==> src/rtl/hit_tagger_pkg.sv <==
// Shared widths, FSM encoding and event record for the hit tagger slice.
package hit_tagger_pkg;

  localparam int COARSE_W_DEF   = 12;
  localparam int WIDTH_W_DEF    = 12;
  localparam int FIFO_DEPTH_DEF = 4;
  localparam int FINE_W         = 3;

  typedef enum logic {
    IDLE = 1'b0,
    LEAD = 1'b1
  } tag_state_t;

  typedef struct packed {
    logic [COARSE_W_DEF+FINE_W-1:0] lead;
    logic [WIDTH_W_DEF-1:0]         width;
    logic                           sat;
  } hit_evt_t;

endpackage

==> src/rtl/hit_tagger_if.sv <==
// Event output stream: valid/ready handshake carrying {lead, width, sat}.
interface hit_tagger_if
  import hit_tagger_pkg::*;
#(
  parameter int COARSE_W = COARSE_W_DEF,
  parameter int WIDTH_W  = WIDTH_W_DEF
);
  logic                       out_valid;
  logic                       out_ready;
  logic [COARSE_W+FINE_W-1:0] out_lead;
  logic [WIDTH_W-1:0]         out_width;
  logic                       out_sat;

  modport master (
    output out_valid, out_lead, out_width, out_sat,
    input  out_ready
  );

  modport slave (
    input  out_valid, out_lead, out_width, out_sat,
    output out_ready
  );
endinterface

==> src/rtl/hit_fifo.sv <==
// First-word-fall-through event buffer; head is visible combinationally while non-empty.
module hit_fifo
  import hit_tagger_pkg::*;
#(
  parameter type T     = hit_evt_t,
  parameter int  DEPTH = FIFO_DEPTH_DEF
) (
  input  logic clk300,
  input  logic rst,
  input  logic wr_en,
  input  T     wr_data,
  input  logic rd_en,
  output T     rd_data,
  output logic full,
  output logic empty
);
  localparam int AW = (DEPTH > 1) ? $clog2(DEPTH) : 1;

  T               mem [DEPTH];
  logic [AW-1:0]  wr_ptr, rd_ptr;
  logic [AW:0]    count;
  logic           do_wr, do_rd;

  function automatic logic [AW-1:0] ptr_inc(input logic [AW-1:0] p);
    return (p == AW'(DEPTH-1)) ? '0 : p + 1'b1;
  endfunction

  assign full    = (count == (AW+1)'(DEPTH));
  assign empty   = (count == '0);
  assign do_rd   = rd_en & ~empty;
  // A pop frees the slot this cycle, so a write into a full FIFO still lands
  assign do_wr   = wr_en & (~full | do_rd);
  assign rd_data = empty ? '0 : mem[rd_ptr];

  always_ff @(posedge clk300 or posedge rst) begin
    if (rst) begin
      wr_ptr <= '0;
      rd_ptr <= '0;
      count  <= '0;
      for (int i = 0; i < DEPTH; i++) mem[i] <= '0;
    end else begin
      if (do_wr) begin
        mem[wr_ptr] <= wr_data;
        wr_ptr      <= ptr_inc(wr_ptr);
      end
      if (do_rd) rd_ptr <= ptr_inc(rd_ptr);
      case ({do_wr, do_rd})
        2'b10:   count <= count + 1'b1;
        2'b01:   count <= count - 1'b1;
        default: ;
      endcase
    end
  end

endmodule

==> src/rtl/hit_tagger.sv <==
// Pairs rising/falling pin edges into timestamped pulse events with width saturation.
module hit_tagger
  import hit_tagger_pkg::*;
#(
  parameter int COARSE_W   = COARSE_W_DEF,
  parameter int WIDTH_W    = WIDTH_W_DEF,
  parameter int FIFO_DEPTH = FIFO_DEPTH_DEF
) (
  input  logic                clk300,
  input  logic                rst,
  input  logic                str,
  input  logic [FINE_W-1:0]   ptime,
  input  logic                pin_out,
  input  logic                clr_ovf,
  output logic                ovf,
  hit_tagger_if.master        evt
);
  localparam int TS_W = COARSE_W + FINE_W;
  localparam logic [TS_W-1:0] MAX_W = TS_W'({WIDTH_W{1'b1}});

  typedef struct packed {
    logic [TS_W-1:0]    lead;
    logic [WIDTH_W-1:0] width;
    logic               sat;
  } evt_t;

  logic [COARSE_W-1:0] coarse;
  tag_state_t          state, state_n;
  logic [TS_W-1:0]     lead_ts, lead_n;
  logic [TS_W-1:0]     edge_ts, tmo_ts, age;
  logic                emit, pop, drop, full, empty;
  evt_t                evt_w, head;

  assign edge_ts = {coarse, ptime};
  // Latest fine position in this cycle: the pulse cannot end later than this
  assign tmo_ts  = {coarse, {FINE_W{1'b1}}};

  always_ff @(posedge clk300 or posedge rst) begin
    if (rst) coarse <= '0;
    else     coarse <= coarse + 1'b1;
  end

  always_ff @(posedge clk300 or posedge rst) begin
    if (rst) begin
      state   <= IDLE;
      lead_ts <= '0;
    end else begin
      state   <= state_n;
      lead_ts <= lead_n;
    end
  end

  always_comb begin
    state_n    = state;
    lead_n     = lead_ts;
    emit       = 1'b0;
    age        = '0;
    evt_w      = '0;
    evt_w.lead = lead_ts;
    unique case (state)
      IDLE: begin
        if (str && pin_out) begin
          lead_n  = edge_ts;
          state_n = LEAD;
        end
      end
      LEAD: begin
        if (str) begin
          if (pin_out) begin
            lead_n = edge_ts;
          end else begin
            age     = edge_ts - lead_ts;
            emit    = 1'b1;
            state_n = IDLE;
          end
        end else begin
          age = tmo_ts - lead_ts;
          if (age > MAX_W) begin
            emit    = 1'b1;
            state_n = IDLE;
          end
        end
      end
      default: state_n = IDLE;
    endcase
    evt_w.sat   = (age > MAX_W);
    evt_w.width = evt_w.sat ? '1 : age[WIDTH_W-1:0];
  end

  hit_fifo #(
    .T     (evt_t),
    .DEPTH (FIFO_DEPTH)
  ) u_fifo (
    .clk300  (clk300),
    .rst     (rst),
    .wr_en   (emit),
    .wr_data (evt_w),
    .rd_en   (evt.out_ready),
    .rd_data (head),
    .full    (full),
    .empty   (empty)
  );

  assign pop  = ~empty & evt.out_ready;
  assign drop = emit & full & ~pop;

  always_ff @(posedge clk300 or posedge rst) begin
    if (rst)          ovf <= 1'b0;
    else if (drop)    ovf <= 1'b1;
    else if (clr_ovf) ovf <= 1'b0;
  end

  assign evt.out_valid = ~empty;
  assign evt.out_lead  = head.lead;
  assign evt.out_width = head.width;
  assign evt.out_sat   = head.sat;

endmodule

==> src/flat_wrapper.sv <==
// flat-port wrapper written by rule: the top's interface ports become plain ports
module hit_tagger_flat import hit_tagger_pkg::*;
#(
  parameter int COARSE_W   = COARSE_W_DEF,
  parameter int WIDTH_W    = WIDTH_W_DEF,
  parameter int FIFO_DEPTH = FIFO_DEPTH_DEF
)
  (clk300, rst, str, ptime, pin_out, clr_ovf, ovf, evt_out_valid, evt_out_lead, evt_out_width, evt_out_sat, evt_out_ready);
  hit_tagger_if #(.COARSE_W(COARSE_W), .WIDTH_W(WIDTH_W)) evt_i ();
  input  logic clk300;
  input  logic rst;
  input  logic str;
  input  logic [FINE_W-1:0] ptime;
  input  logic pin_out;
  input  logic clr_ovf;
  output logic ovf;
  output wire logic [$bits(evt_i.out_valid)-1:0] evt_out_valid;
  output wire logic [$bits(evt_i.out_lead)-1:0] evt_out_lead;
  output wire logic [$bits(evt_i.out_width)-1:0] evt_out_width;
  output wire logic [$bits(evt_i.out_sat)-1:0] evt_out_sat;
  input wire logic [$bits(evt_i.out_ready)-1:0] evt_out_ready;
  assign evt_out_valid = evt_i.out_valid;
  assign evt_out_lead = evt_i.out_lead;
  assign evt_out_width = evt_i.out_width;
  assign evt_out_sat = evt_i.out_sat;
  assign evt_i.out_ready = evt_out_ready;
  hit_tagger #(.COARSE_W(COARSE_W), .WIDTH_W(WIDTH_W), .FIFO_DEPTH(FIFO_DEPTH)) u_core (.clk300(clk300), .rst(rst), .str(str), .ptime(ptime), .pin_out(pin_out), .clr_ovf(clr_ovf), .ovf(ovf), .evt(evt_i));
endmodule
==> config.mk <==
export PLATFORM = sky130hd
export DESIGN_NAME = hit_tagger_flat
export DESIGN_NICKNAME = d
export VERILOG_FILES = /design/src/rtl/hit_tagger_pkg.sv /design/src/rtl/hit_tagger_if.sv /design/src/rtl/hit_fifo.sv /design/src/rtl/hit_tagger.sv /design/src/flat_wrapper.sv
export SDC_FILE = /design/constraint.sdc
export NUM_CORES = 1
export LEC_CHECK = 0
export ABC_AREA = 1
export CAP_MARGIN = 5
export CORE_UTILIZATION = 40
export CTS_CLUSTER_DIAMETER = 30
export CTS_CLUSTER_SIZE = 10
export DETAILED_ROUTE_END_ITERATION = 12
export DONT_BUFFER_PORTS = 1
export PLACE_DENSITY = 0.57
export SYNTH_ARGS = -nofsm -noshare
export SYNTH_HDL_FRONTEND = slang
export SYNTH_SLANG_ARGS = --single-unit
==> constraint.sdc <==
create_clock -name clk300 -period 5.53 [get_ports clk300]
set_input_delay 0.553 -clock clk300 [delete_from_list [all_inputs] [get_ports clk300]]
set_output_delay 0.553 -clock clk300 [all_outputs]
set_load 0.01 [all_outputs]
### Word level (Yosys, flattened, before mapping)

Index checks and enable logic that the tools add are counted.

* register bits after elaboration: 148
* logic and storage cells: 85

* add/subtract/negate cells: 7
* magnitude comparators: 5
* equal/unequal tests: 8
* mux-type cells: 29
* bitwise gates (word level): 11
* reduce and logical (&&, ||, !) cells: 6

Operators with widths (number)
* 112-bit bitwise mux: 1
* 28-bit 2-to-1 mux: 4
* 15-bit 2-to-1 mux: 6
* 28-bit binary-select mux with 2-bit select: 1
* 28-bit demux with 2-bit select: 1
* 15-bit by 12-bit greater-than comparator with 1-bit output (second input constant): 2
* 15-bit one-hot mux with 2 select lines: 1
* 15-bit subtractor: 2
* 12-bit by 1-bit adder with 12-bit output (second input constant): 1
* 12-bit 2-to-1 mux: 1
* 1-bit 2-to-1 mux: 10
* 2-bit equality test (second input constant): 3
* 3-bit >= comparator (second input constant): 2
* 2-bit inverter with 3-bit output: 2
* 3-bit one-hot mux with 2 select lines: 1
* 2-bit by 1-bit adder with 2-bit output (second input constant): 2
* 1-bit bitwise AND: 4
* 2-bit 2-to-1 mux: 2
* 2-bit inequality test (second input constant): 2
* 1-bit inverter: 4
* 2-bit nonzero test: 2
* 3-bit by 1-bit adder with 3-bit output (second input constant): 1
* 3-bit equality test (second input constant): 1
* 3-bit logical NOT: 1
* 8 further kinds: 9

### Longest topological paths before layout

* depth in word-level cells: 8
* gate-level depth with buffers: 19

### Cells and area by module

A second synthesis with hierarchy kept.

* cell total of the unflattened synthesis: 1143
* area, all modules: 8531.9 µm²

Modules (own cells, without submodules)
* hit_fifo: times used 1, cells each 794, area an instance 6158.4 µm²
* hit_tagger: times used 1, cells each 349, area an instance 2373.5 µm²

### Worst setup path after synthesis

OpenSTA, ideal clock, no wires.

* path kind: reg2reg
* start point: register u_core.lead_ts[7]
* end point: register u_core.u_fifo.count[2]
* library setup time: 131 ps
* data arrival time: 2736 ps
* slack: 2663 ps
* cell stages (with the launch flop): 20
* cells stage by stage: dfrtp_1 -> inv_1 -> ha_1 -> nand2_1 -> inv_2 -> nand2_1 -> nand2_1 -> nand2_1 -> nand3_1 -> nand2_2 -> nand2_2 -> nor2_1 -> nand3_2 -> nand3_4 -> ha_1 -> inv_1 -> fa_1 -> a21oi_1 -> o21ai_0 -> xor2_1

* cells in the longest elaborated chain, start to end: 8
* elaborated cells on any way between the ends: 10
* classes of those cells: add/sub: 1; order compare: 1; eq/ne: 2; mux: 4; bitwise: 1; reduce/logical: 1

RTL lines
* from (decl): RTL line hit_tagger.sv:29 `logic [TS_W-1:0] lead_ts, lead_n;`
* from (signal assigned): RTL line hit_tagger.sv:49 `lead_ts <= lead_n;`
* 15-bit subtractor *: RTL line hit_tagger.sv:77 `age = tmo_ts - lead_ts;`
* 15-bit by 12-bit greater-than comparator with 1-bit output *: RTL line hit_tagger.sv:78 `if (age > MAX_W) begin`
* 1-bit 2-to-1 mux *: RTL line hit_tagger.sv:78
* 1-bit 2-to-1 mux *: RTL line hit_tagger.sv:68 `if (str) begin`
* 1-bit 2-to-1 mux *: RTL line hit_tagger.sv:60 `unique case (state)`
* 1-bit bitwise AND *: RTL line hit_fifo.sv:32 `assign do_wr = wr_en & (~full | do_rd);`
* 2-bit by 1-bit equality test with 1-bit output / 2-bit equality test (equally long branches): RTL line hit_fifo.sv:47 `case ({do_wr, do_rd})`
* 3-bit one-hot mux with 2 select lines / 2-bit nonzero test (equally long branches)
* to (signal assigned): RTL line hit_fifo.sv:48 `2'b10: count <= count + 1'b1;`
* to (signal assigned): RTL line hit_fifo.sv:49 `2'b01: count <= count - 1'b1;`
* to (decl): RTL line hit_fifo.sv:21 `logic [AW:0] count;`

Every way passes the cells marked *; elsewhere a longest branch is shown, timed or not.
A chain may end at the register's enable or synchronous reset.

### Final worst setup path

* start point: register u_core.u_fifo.rd_ptr[0]
* end point: output port evt_out_lead[9]

* cells in the longest elaborated chain, start to end: 5

RTL lines
* from (decl): RTL line hit_fifo.sv:20 `logic [AW-1:0] wr_ptr, rd_ptr;`
* from (signal assigned): RTL line hit_fifo.sv:46 `if (do_rd) rd_ptr <= ptr_inc(rd_ptr);`
* 2-bit inverter with 3-bit output (implied by the code): RTL line hit_fifo.sv:33 `assign rd_data = empty ? '0 : mem[rd_ptr];`
* 28-bit binary-select mux with 2-bit select: RTL line hit_fifo.sv:33
* 28-bit 2-to-1 mux (implied by the code) (2 in series): RTL line hit_fifo.sv:33
* 28-bit 2-to-1 mux: RTL line hit_fifo.sv:33
* to (decl): RTL line flat_wrapper.sv:18 `output wire logic [$bits(evt_i.out_lead)-1:0] evt_out_lead;`

No other way between the ends. The select of a mux whose other input is x is not followed.

==> results.ini <==
[run_status]
outcome = complete, no violations

[pwr]
p_sw_w = 0.00170
irDropWorstVdd_mv = 0.205
power_leakage_nw = 4.75
p_comb_share_pct = 35.3
seq_power_share_pct = 36.6
p_sw_share_pct = 39.7
power_frac_clock_pct = 28.1
power_density_nw_per_um2 = 479
p_int_w = 0.00259

[synthesis]
synth_cells = 1106
yosysUniqueCellTypes = 38
yosys_warnings = 0
ys_seq_area_share_pct = 45.2
ys_ff_latch = 148
syn_area_um2 = 8200
synth_nets = 1140
syn_area_per_cell_um2 = 7.41

[global_route]
grt_util_all_layers_pct = 22.5
grt_pass1_wl_um = 36700
overflow = 0
antenna_found_initial = 0
grt_max_degree = 99
first_global_vias = 6636

[timing]
holdWs_ns = 0.144
hold_violations = 0
layout_worst_path_cycle_share_pct = 57.6
rsz0062_at_grt = false
post-route-min-period_ns = 3.18
finClkSkew_ns = 0.0150
tightest_slew_ns = 0.920
slew_violations = 0
max_slew_margin_pct = 38.7
fmax_ghz = 0.314
setup_tns_ns = 0
setup_viol = 0

[die]
core_area_um2 = 20200
die_area_um2 = 21100
ioPinCount = 39
die_x_um = 145
rows = 52
die_y_um = 145
initial_core_util_pct = 40.7

[detailed_routing]
routed_via_density = 5.11
drt_iter0_markers = 546
totalWireLength_um = 22700
ant_nets = 0
firstDrtPassIters = 5
vias = 7007
wire_per_inst_um = 16.5
drc_errors = 0

[worst_setup_path]
rr_worst_depth = 16
end_kind = output pin
r2r_slack_ns = 2.38
start_kind = flip-flop
crit_required_ns = 4.98
r2r-start = u_core.lead_ts[4]$_DFFE_PP0P_
cp_max_fo = 59
critPathKind = reg2out
critPathArrivalTime_ns = 2.63
reg2reg_to = u_core.u_fifo.count[2]$_DFFE_PP0P_

[placement]
gp_congestion = 0.855
io_buffers = 0
place_hpwl_um = 14100

[clock_network]
cts_resized = 0
clkTransAtPathRegs_ns = 0.06
cts_buffer_depth = 2
clock-sinks = 148
post_cts_buffers = 0
h-tree-depth = 4
cts_hold_buf = 0
cts_root_buf = clkbuf_16
clk-insertion-delay-late_ns = 0.43
cts_tree = built
numCtsBuffers = 17

[layout]
n_antenna_cell = 0
layout-drive-gt1-share_pct = 5.90
finalNetCount = 1123
area_growth_pct = 9.19
nFillCells = 2094

[job]
maxCapViolations = 0

[min_path]
min_path_type = in2async

==> critical path, cell delays in order (launching register included) <==
cell,delay [ns]
dfrtp_2,0.39
buf_4,0.32
inv_1,0.35
buf_4,0.50
o21ai_0,0.17
a21oi_1,0.45
==> cell families (layout without fill, tap and decap cells) <==
| family | Yosys count | after routing | share of synthesized area, % |
|---|---|---|---|
| AO/OA/AOI/OAI | 131 | 131 | 8.32 |
| XOR/XNOR | 16 | 16 | 1.71 |
| adder cells (fa/ha/maj) | 25 | 25 | 4.09 |
| buffers and inverters | 127 | 123 | 6.94 |
| flip-flops | 148 | 148 | 45.2 |
| AND/OR/NAND/NOR | 659 | 659 | 33.8 |
==> how the worst max path moves through the flow <==
stage               cells past startpoint                            endpoint                           startpoint
floorplan                               1          u_core.coarse[0]$_DFF_PP0_                                  rst
global placement                       11  u_core.u_fifo.count[2]$_DFFE_PP0P_                                  str
detailed placement                     16  u_core.u_fifo.count[2]$_DFFE_PP0P_       u_core.lead_ts[11]$_DFFE_PP0P_
CTS                                     5                     evt_out_lead[9]  u_core.u_fifo.rd_ptr[0]$_DFFE_PP0P_
global route                            5                     evt_out_lead[9]  u_core.u_fifo.rd_ptr[0]$_DFFE_PP0P_
finish                                  5                     evt_out_lead[9]  u_core.u_fifo.rd_ptr[0]$_DFFE_PP0P_
==> sequential cells by signal, indices dropped and copies added (netlist names) <==
name and flops:
u_core.coarse 12, u_core.lead_ts 15, u_core.u_fifo.mem 112, u_core.u_fifo.rd_ptr 2, u_core.u_fifo.count 3, u_core.state 1
u_core.u_fifo.wr_ptr 2, u_core.ovf 1
==> area by class of cell <==
cell class	instances	area, um^2	area share, %
Clock buffer	20	457	5.10
Timing Repair Buffer	7	52.6	0.587
Tap cell	270	338	3.77
Sequential cell	148	3700	41.4
Multi-Input combinational cell	831	3930	43.9
Clock inverter	12	154	1.72
Inverter	84	320	3.58
==> routing by layer <==
layer | routed length, um | share of wire (%) | vias up | GRT usage [%]
met2 | 10200 | 45 | 166 | 34.8
met5 | 0 | 0 | - | 0
met1 | 10900 | 48 | 3384 | 31.7
li1 | - | - | 3430 | -
met4 | 389 | 1.7 | 0 | 7.37
met3 | 1200 | 5.3 | 27 | 4.12
==> layout by cell type, fill, tap and decap left out, types with 4 or more instances in the layout <==
master and instances:
nand2_1 445, nor2_2 4, a21oi_1 38, nand3b_1 4
inv_1 78, buf_4 7, nor2_8 5, clkbuf_16 17
o21ai_0 84, xor2_1 13, nand3_1 42, ha_1 22
nand2_2 4, nor3_1 7, nand3_4 5, dfrtp_1 147
nor2_1 127, nand4_1 8
==> power groups by stage <==
stage	logic, W	registers [W]	clock network [W]
after floorplan	0.00119	0.00154	0
after global placement	0.00152	0.00158	0
after detailed placement	0.00153	0.00158	0
after CTS	0.00154	0.00157	0.00122
after global routing	0.00173	0.00161	0.00126
final	0.00152	0.00157	0.00121
==> through the flow <==
step,cells,total power [W],instance area (um^2),setup slack (ns),util (%)
floorplan,1106,0.00273,8200,0.997,-
global placement,1340,0.00309,8340,2.35,41.4
detailed placement,1340,0.00311,8340,2.36,41.4
CTS,1372,0.00433,8950,2.30,44.4
global route,1372,0.00460,8950,2.10,44.4
finish,1372,0.00429,8950,2.35,44.4
==> synthesized netlist by cell type (all sizes together) <==
master	n	share of area (%)
nor3	7	0.43
nor2	137	7.5
nand3b	4	0.37
a22oi	1	0.092
a21oi	39	2.4
o211ai	2	0.18
a32o	1	0.12
o21a	1	0.092
buf	24	2.2
nand2	449	21
clkbuf	19	0.87
o21bai	1	0.092
a31oi	1	0.076
inv	81	3.7
o21ai	85	5.2
fa	3	0.73
nand3	48	3.8
ha	22	3.4
xnor2	3	0.32
and2	3	0.23
xor2	13	1.4
or2	1	0.076
nand4	8	0.61
nor4	2	0.15
dfrtp	148	45
clkinv	3	0.14
(Power assumes the default switching activity.)
